==> src/rtl/convolution_procesor_index_sequencer.sv <==
// -----------------------------------------------------------------------------
// convolution_procesor_index_sequencer
//
// Purpose: control sequencer for the convolution processor. It walks the
// output index i over 0 .. sizeX+sizeY-2 and, for each i, the tap index k over
// the range where both x[i-k] and y[k] exist. It issues the X/Y read
// addresses, the MAC clear/enable strobes, the Z write strobe/address, and a
// start/busy/done handshake with the host.
//
// Ports:
//   clk_i        clock
//   rst_i        synchronous reset, active-high
//   start_i      start request, only looked at while idle
//   sizeX_i      number of x samples (0 .. 2^ADDR_WIDTH_X)
//   sizeY_i      number of y samples (0 .. 2^ADDR_WIDTH_Y)
//   memX_addr_o  X read address (i-k)
//   memY_addr_o  Y read address (k)
//   memZ_addr_o  Z write address (i)
//   mac_clear_o  clear accumulator
//   mac_en_o     accumulate product of the current X/Y reads
//   writeZ_o     write accumulator to Z at memZ_addr_o
//   sizeZ_o      latched sizeX+sizeY-1, or 0 when either size is 0
//   busy_o       operation in progress
//   done_o       one-cycle completion pulse
//
// All outputs are registered and line up with the state register: the cycle
// in which the FSM sits in a state is the cycle its strobes are high.
// -----------------------------------------------------------------------------
module convolution_procesor_index_sequencer #(
    parameter int ADDR_WIDTH_X = 5,
    parameter int ADDR_WIDTH_Y = 5,
    parameter int ADDR_WIDTH_Z = 6
) (
    input  logic                    clk_i,
    input  logic                    rst_i,
    input  logic                    start_i,
    input  logic [ADDR_WIDTH_X:0]   sizeX_i,
    input  logic [ADDR_WIDTH_Y:0]   sizeY_i,
    output logic [ADDR_WIDTH_X-1:0] memX_addr_o,
    output logic [ADDR_WIDTH_Y-1:0] memY_addr_o,
    output logic [ADDR_WIDTH_Z-1:0] memZ_addr_o,
    output logic                    mac_clear_o,
    output logic                    mac_en_o,
    output logic                    writeZ_o,
    output logic [ADDR_WIDTH_Z-1:0] sizeZ_o,
    output logic                    busy_o,
    output logic                    done_o
);

    localparam int ZW = ADDR_WIDTH_Z;
    localparam logic [ZW-1:0] ZERO_Z = ZW'(0);
    localparam logic [ZW-1:0] ONE_Z  = ZW'(1);

    typedef enum logic [2:0] {
        ST_IDLE  = 3'd0,
        ST_CLEAR = 3'd1,
        ST_RUN   = 3'd2,
        ST_WRITE = 3'd3,
        ST_DONE  = 3'd4
    } state_e;

    state_e                  state_q, state_d;
    logic [ZW-1:0]           i_q, i_d;
    logic [ZW-1:0]           k_q, k_d;
    logic [ZW-1:0]           khi_q, khi_d;
    logic [ZW-1:0]           sizex_q, sizex_d;
    logic [ZW-1:0]           sizey_q, sizey_d;
    logic [ZW-1:0]           sizez_q, sizez_d;
    logic [ADDR_WIDTH_X-1:0] memx_q, memx_d;
    logic [ADDR_WIDTH_Y-1:0] memy_q, memy_d;
    logic [ZW-1:0]           memz_q, memz_d;
    logic                    clear_q, clear_d;
    logic                    en_q, en_d;
    logic                    wr_q, wr_d;
    logic                    done_q, done_d;
    logic                    busy_q, busy_d;

    logic [ZW-1:0]           sx_in_s;
    logic [ZW-1:0]           sy_in_s;
    logic [ZW-1:0]           klo_s;
    logic [ZW-1:0]           khi_s;
    logic [ZW-1:0]           k_next_s;

    // Next-state and next-output logic for the sequencer FSM
    always_comb begin
        state_d  = state_q;
        i_d      = i_q;
        k_d      = k_q;
        khi_d    = khi_q;
        sizex_d  = sizex_q;
        sizey_d  = sizey_q;
        sizez_d  = sizez_q;
        memx_d   = memx_q;
        memy_d   = memy_q;
        memz_d   = memz_q;
        clear_d  = 1'b0;
        en_d     = 1'b0;
        wr_d     = 1'b0;
        done_d   = 1'b0;

        sx_in_s  = ZW'(sizeX_i);
        sy_in_s  = ZW'(sizeY_i);
        // First valid tap: x index i-k must stay below sizeX.
        klo_s    = (i_q < sizex_q) ? ZERO_Z : (i_q - sizex_q + ONE_Z);
        // Last valid tap: k may not exceed i nor sizeY-1 (sizeY >= 1 here).
        khi_s    = (i_q < (sizey_q - ONE_Z)) ? i_q : (sizey_q - ONE_Z);
        k_next_s = k_q + ONE_Z;

        case (state_q)
            ST_IDLE: begin
                if (start_i) begin
                    sizex_d = sx_in_s;
                    sizey_d = sy_in_s;
                    if ((sx_in_s == ZERO_Z) || (sy_in_s == ZERO_Z)) begin
                        sizez_d = ZERO_Z;
                        state_d = ST_DONE;
                        done_d  = 1'b1;
                    end else begin
                        sizez_d = sx_in_s + sy_in_s - ONE_Z;
                        i_d     = ZERO_Z;
                        state_d = ST_CLEAR;
                        clear_d = 1'b1;
                    end
                end else begin
                    state_d = ST_IDLE;
                end
            end
            ST_CLEAR: begin
                // Load the tap window and present the first read pair.
                k_d     = klo_s;
                khi_d   = khi_s;
                memx_d  = ADDR_WIDTH_X'(i_q - klo_s);
                memy_d  = ADDR_WIDTH_Y'(klo_s);
                en_d    = 1'b1;
                state_d = ST_RUN;
            end
            ST_RUN: begin
                if (k_q == khi_q) begin
                    memz_d  = i_q;
                    wr_d    = 1'b1;
                    state_d = ST_WRITE;
                end else begin
                    k_d     = k_next_s;
                    memx_d  = ADDR_WIDTH_X'(i_q - k_next_s);
                    memy_d  = ADDR_WIDTH_Y'(k_next_s);
                    en_d    = 1'b1;
                    state_d = ST_RUN;
                end
            end
            ST_WRITE: begin
                if (i_q < (sizez_q - ONE_Z)) begin
                    i_d     = i_q + ONE_Z;
                    clear_d = 1'b1;
                    state_d = ST_CLEAR;
                end else begin
                    done_d  = 1'b1;
                    state_d = ST_DONE;
                end
            end
            ST_DONE: begin
                state_d = ST_IDLE;
            end
            default: begin
                state_d = ST_IDLE;
            end
        endcase

        busy_d = (state_d != ST_IDLE);
    end

    // State, index and registered-output update with synchronous reset
    always_ff @(posedge clk_i) begin
        if (rst_i) begin
            state_q <= ST_IDLE;
            i_q     <= ZERO_Z;
            k_q     <= ZERO_Z;
            khi_q   <= ZERO_Z;
            sizex_q <= ZERO_Z;
            sizey_q <= ZERO_Z;
            sizez_q <= ZERO_Z;
            memx_q  <= {ADDR_WIDTH_X{1'b0}};
            memy_q  <= {ADDR_WIDTH_Y{1'b0}};
            memz_q  <= ZERO_Z;
            clear_q <= 1'b0;
            en_q    <= 1'b0;
            wr_q    <= 1'b0;
            done_q  <= 1'b0;
            busy_q  <= 1'b0;
        end else begin
            state_q <= state_d;
            i_q     <= i_d;
            k_q     <= k_d;
            khi_q   <= khi_d;
            sizex_q <= sizex_d;
            sizey_q <= sizey_d;
            sizez_q <= sizez_d;
            memx_q  <= memx_d;
            memy_q  <= memy_d;
            memz_q  <= memz_d;
            clear_q <= clear_d;
            en_q    <= en_d;
            wr_q    <= wr_d;
            done_q  <= done_d;
            busy_q  <= busy_d;
        end
    end

    assign memX_addr_o = memx_q;
    assign memY_addr_o = memy_q;
    assign memZ_addr_o = memz_q;
    assign mac_clear_o = clear_q;
    assign mac_en_o    = en_q;
    assign writeZ_o    = wr_q;
    assign sizeZ_o     = sizez_q;
    assign busy_o      = busy_q;
    assign done_o      = done_q;

endmodule

==> config.mk <==
export PLATFORM = sky130hd
export DESIGN_NAME = convolution_procesor_index_sequencer
export DESIGN_NICKNAME = d
export VERILOG_FILES = /design/src/rtl/convolution_procesor_index_sequencer.sv
export SDC_FILE = /design/constraint.sdc
export NUM_CORES = 1
export LEC_CHECK = 0
export ABC_AREA = 1
export BUFFER_PORTS_ARGS = -buffer_cell sky130_fd_sc_hd__buf_4
export CAP_MARGIN = 20
export CELL_PAD_IN_SITES_DETAIL_PLACEMENT = 1
export CELL_PAD_IN_SITES_GLOBAL_PLACEMENT = 2
export CORE_MARGIN = 3
export CORE_UTILIZATION = 33
export CTS_CLUSTER_DIAMETER = 50
export DETAILED_ROUTE_END_ITERATION = 10
export MAX_ROUTING_LAYER = met4
export PLACE_DENSITY_LB_ADDON = 0.1
export SETUP_SLACK_MARGIN = 0.2
export SYNTH_ARGS = -nofsm -noshare
export SYNTH_HDL_FRONTEND = slang
export SYNTH_SLANG_ARGS = --single-unit
==> constraint.sdc <==
create_clock -name clk_i -period 3.75 [get_ports clk_i]
set_clock_uncertainty 0.15 [all_clocks]
set_input_delay 0.5625 -clock clk_i [delete_from_list [all_inputs] [get_ports clk_i]]
set_output_delay 0.5625 -clock clk_i [all_outputs]
set_load 0.005 [all_outputs]
## After elaboration in Yosys (flattened, before gate mapping)

Index checks and enable logic that the tools add are counted.

- Flip-flop bits (word level): 60
- Latch bits: 0
- RAM bits: 0
- Bits in read-only memories: 0
- Output and inout port bits: 27
- Memories kept: 0

- Add/sub/neg operators: 10
- Multipliers: 0
- Div/mod/pow operators: 0
- Magnitude comparators: 3
- Equality and inequality tests: 8
- Shift-type cells: 0
- Muxes and demuxes: 29
- Bitwise gates (word level): 1
- Reductions and logical operators: 12

Operators by type and width:

| operator | number |
|---|---|
| 6-bit 2-to-1 mux | 7 |
| 6-bit case mux with 2 select lines | 2 |
| 5-bit case mux with 2 select lines | 2 |
| 6-bit by 1-bit adder with 6-bit output (second input constant) | 3 |
| 6-bit less-than comparator | 3 |
| 6-bit by 1-bit subtractor with 6-bit output (second input constant) | 3 |
| 6-bit logical NOT | 2 |
| 3-bit case mux with 4 select lines | 1 |
| 5-bit 2-to-1 mux | 2 |
| 5-bit subtractor | 2 |
| 1-bit 2-to-1 mux | 9 |
| 3-bit 2-to-1 mux | 3 |
| 2-bit inequality test (second input constant) | 4 |
| 6-bit adder | 1 |
| 3-bit by 2-bit == test with 1-bit output (second input constant) | 2 |
| 6-bit == test | 1 |
| 1-bit case mux with 2 select lines | 3 |
| 2-bit AND reduction | 3 |
| 6-bit subtractor | 1 |
| 4-bit AND reduction | 1 |
| 2-bit nonzero test | 2 |
| 3-bit by 1-bit == test with 1-bit output (second input constant) | 1 |
| 3-bit logical NOT | 1 |
| 3-bit nonzero test | 1 |
| other kinds (3) | 3 |

## Depth between registers and ports, before layout

- Depth after elaboration: 6
- Gate-level depth with buffers: 22
- Depth with buffers taken out: 22

## Worst setup path before layout

Ideal clock, no wire load.

- Path type: register to register
- Start point: register i_q[1]
- End point: register memx_q[4] (netlist: memX_addr_o[4])
- Setup time: 0.109 ns
- Arrival: 2.707 ns
- Data required time: 3.491 ns
- Setup slack: 0.784 ns
- Stages on the path, launching flop included: 19
- Path buffers: 0
- Period minus slack after synthesis: 2.966 ns
- Cells stage by stage: dfxtp_1 inv_1 ha_1 inv_1 ha_1 inv_1 fa_1 xor2_1 o22ai_1 inv_1 ha_1 a21oi_1 nand3_1 nand2_1 inv_1 nand3_1 nand3_1 nand2_1 inv_1

- Longest elaborated chain between the ends: 5

RTL lines:

| what | RTL line | text |
|---|---|---|
| start, declared | 63 | `logic [ZW-1:0] i_q, i_d;` |
| start signal, assigned | 191 | `i_q <= i_d;` |
| 6-bit subtractor | 104 | `klo_s = (i_q < sizex_q) ? ZERO_Z : (i_q - sizex_q + ONE_Z);` |
| 6-bit by 1-bit adder with 6-bit output | 104 |  |
| 6-bit 2-to-1 mux | 104 |  |
| 5-bit subtractor | 132 | `memx_d = ADDR_WIDTH_X'(i_q - klo_s);` |
| 5-bit case mux with 2 select lines * | 109 | `case (state_q)` |
| end signal, assigned | 181 | `memx_q <= {ADDR_WIDTH_X{1'b0}};` |
| end signal, assigned | 197 | `memx_q <= memx_d;` |
| end, declared | 69 | `logic [ADDR_WIDTH_X-1:0] memx_q, memx_d;` |

Mark *: on every way between the ends. The rest lies on a longest branch, timed or not. The select of a mux whose other input is x is not followed.
A chain may end at the register's enable or synchronous reset.

## Worst setup path after layout

- Start point: register sizex_q[2]
- End point: register memx_q[4] (netlist: memX_addr_o[4])

- Longest elaborated chain between the ends: 5

RTL lines:

| what | RTL line | text |
|---|---|---|
| start, declared | 66 | `logic [ZW-1:0] sizex_q, sizex_d;` |
| start signal, assigned | 194 | `sizex_q <= sizex_d;` |
| 6-bit subtractor | 104 |  |
| 6-bit by 1-bit adder with 6-bit output | 104 |  |
| 6-bit 2-to-1 mux * | 104 |  |
| 5-bit subtractor * | 132 |  |
| 5-bit case mux with 2 select lines * | 109 |  |

Mark *: on every way between the ends. The rest lies on a longest branch, timed or not.

==> flow_summary.toml <==
[placement]
place.detailed.hpwl_um = 8400
post-place-ws_ps = 672
io_buffers = 41
gp_congestion = 0.810

[clock_tree]
cts_buffer_depth = 2
ctsResizeCount = 0
insertion_delay_ps = 330
numCtsBuffers = 5
htreeDepth = 2
cts_hold_buffers = 0
cts.sinks = 55
tritoncts = "done"
post_cts_buffers = 0
cts_root_buf = "clkbuf_8"
path_clk_slew_ps = 100

[global_route]
grt_overflow = 0
track_usage = 0.181
met2_usage = 0.301
grt_pass1_wl_um = 17700
grt_max_degree = 33
antenna_found_initial = 0
grt_pass1_vias = 3534
grt-busiest-layer = "met2"
grtUsageMet3 = 0.0388
use_met1 = 0.220

[route]
post_drt_wl_per_cell_um = 14.9
first_pass_iters = 4
vias_per_cell = 4.75
drc_errors = 0
drt-initial-drc-count = 82
vias = 3328
ant_nets = 0
totalWireLength_um = 10400

[synthesis]
synth_cell_types = 36
synthTopCellsByArea = "dfxtp_1, ha_1, inv_1"
ys_seq_area_frac = 0.297
yosysWarnings = 0
syn_nets = 582
ys_ff_latch = 55
synth_top_cell_by_area = "dfxtp_1"
syn_area_um2 = 3710
synthesis.instances = 523
syn_area_per_cell_um2 = 7.09
synth_top_area_frac = 0.297

[cells_and_area]
num-nets-final = 619
area_growth_pct = 14.3
n_antenna_cell = 0
fin_util = 0.389
drive_gt1_frac = 0.145

[sta]
finalMaxSlewViolations = 0
fin_tns_setup_ps = 0
max_freq_mhz = 324
rsz0062_at_grt = "no"
report.final.setup_viol = 0
fin_ws_ps = 662
post-route-period-util = 0.823
hold_slack_ps = 320
tightest_slew_ps = 948
timing.final.crit_period_ps = 3090
maxSlewHeadroom = 0.367
hold_violations = 0

[floorplan]
die-area_um2 = 12500
initial_core_util = 0.341
fp-row-count = 38
top_level_ports = 42
chipWidth_um = 112
coreArea_um2 = 10900
die-height_um = 112

[setup_path]
path_class = "reg2reg"
required_ps = 3840
endpoint_kind = "flop"
r2r_start = "sizex_q[2]"
regToRegSetupSlack_ps = 660
cp_max_fo = 5
startpoint = "sizex_q[2]"
start_kind = "flop"
worstPathArrival_ps = 3180

[power]
leakage_uw = 0.00212
p_per_area_nw_per_um2 = 436
ir_worst_vdd_uv = 152

[status]
outcome = "finished, final reports clean"

[job]
max_cap_viol_count = 0

[worst_hold_path]
hp-start = "sizex_q[2]"
min-delay-path-class = "reg2reg"
[sequential cells by signal, summed over array words and instances (netlist names), 3 cells and up]
name and count:
memX_addr_o 5, state_q 3, k_q 6, khi_q 6, memZ_addr_o 6, i_q 6
sizeZ_o 6, sizey_q 6, sizex_q 6
[cell usage in the layout (no fill, tap or decap), types with 2 or more instances in the layout]
cell,synthesis,final
a21oi_1,49,49
xor2_1,11,11
clkbuf_8,0,5
nand3_1,23,23
fa_1,5,5
dfxtp_1,55,55
o21ai_0,24,24
inv_1,91,91
buf_4,5,48
xnor2_1,7,7
ha_1,39,39
nand3b_1,2,2
nand2_2,8,8
nor2_1,52,52
nand3_2,2,2
nand4_1,7,7
o21a_1,4,4
nand2_1,88,88
inv_2,7,7
nor2_2,2,2
o21ai_1,17,17
[path summary, 6_finish.rpt]
path                     to  cells past startpoint
max reg2reg  memX_addr_o[4]                     22
max          memX_addr_o[4]                     22
min reg2reg      sizex_q[2]                      2
min              sizex_q[2]                      2
[final cells by class]
cell class / instances / area [µm²]
Timing Repair Buffer: 48 / 360
Inverter: 98 / 368
Clock inverter: 2 / 37.5
Clock buffer: 5 / 68.8
Tap cell: 140 / 175
Sequential cell: 55 / 1100
Multi-Input combinational cell: 352 / 2130
Fill cell: 1391 / 6650
[where the power goes]
part / internal (µW) / leakage [µW] / switching [µW]
Combinational: 295 / 0.00162 / 428
Sequential: 658 / 0.000451 / 61.7
Clock: 196 / 0.0000502 / 207
Total: 1150 / 0.00212 / 697
[kinds of logic (layout without fill, tap and decap cells)]
| kind of cell | count (synthesis) | after routing | synth area share |
|---|---|---|---|
| and+or+nand+nor | 191 | 191 | 0.232 |
| buffers and inverters | 116 | 153 | 0.130 |
| AOI/OAI and AO/OA | 99 | 99 | 0.140 |
| DFF | 55 | 55 | 0.297 |
| adders and majority gates | 44 | 44 | 0.159 |
| xor gates and xnor gates | 18 | 18 | 0.0425 |
[synth_stat cells (all sizes together)]
| cell type | instances |
|---|---|
| xor2 | 11 |
| a22oi | 1 |
| nor3 | 3 |
| xnor2 | 7 |
| nand2 | 96 |
| or2 | 1 |
| dfxtp | 55 |
| buf | 10 |
| a2bb2oi | 1 |
| o21bai | 1 |
| ha | 39 |
| nand3 | 26 |
| nand3b | 2 |
| o21ai | 41 |
| clkbuf | 8 |
| nand4 | 8 |
| inv | 98 |
| o21a | 4 |
| o22ai | 1 |
| a31oi | 1 |
| a21oi | 49 |
| fa | 5 |
| nor2 | 55 |
[metrics by stage]
step	power [µW]	instance area (µm²)	instances
2_1_floorplan	1250	3710	523
6_report	1850	4240	700
4_1_cts	1890	4240	700
3_3_place_gp	1450	4130	693
3_5_place_dp	1470	4130	693
5_1_grt	2010	4240	700
[routing by layer]
layer	share of wire	vias up
li1	-	1722
met1	0.48	1545
met2	0.47	49
met3	0.034	12
met4	0.020	0
met5	0	-
[critical path, cell delays in order (launching register included)]
cell and delay (ps):
dfxtp_1 320, inv_1 50, ha_1 210, fa_1 360
nand3_1 80, nand2_1 50, inv_1 50, nand2_1 90
nand2_2 120, inv_2 40, nand2_1 50, o21ai_1 80
ha_1 230, fa_1 410, nand3b_1 220, nand2_1 90
nand2_1 50, nand2_1 80, inv_1 40, nand3_1 70
nand3_1 70, nand2_1 70, inv_1 30
Power figures use the tool's default switching activity.
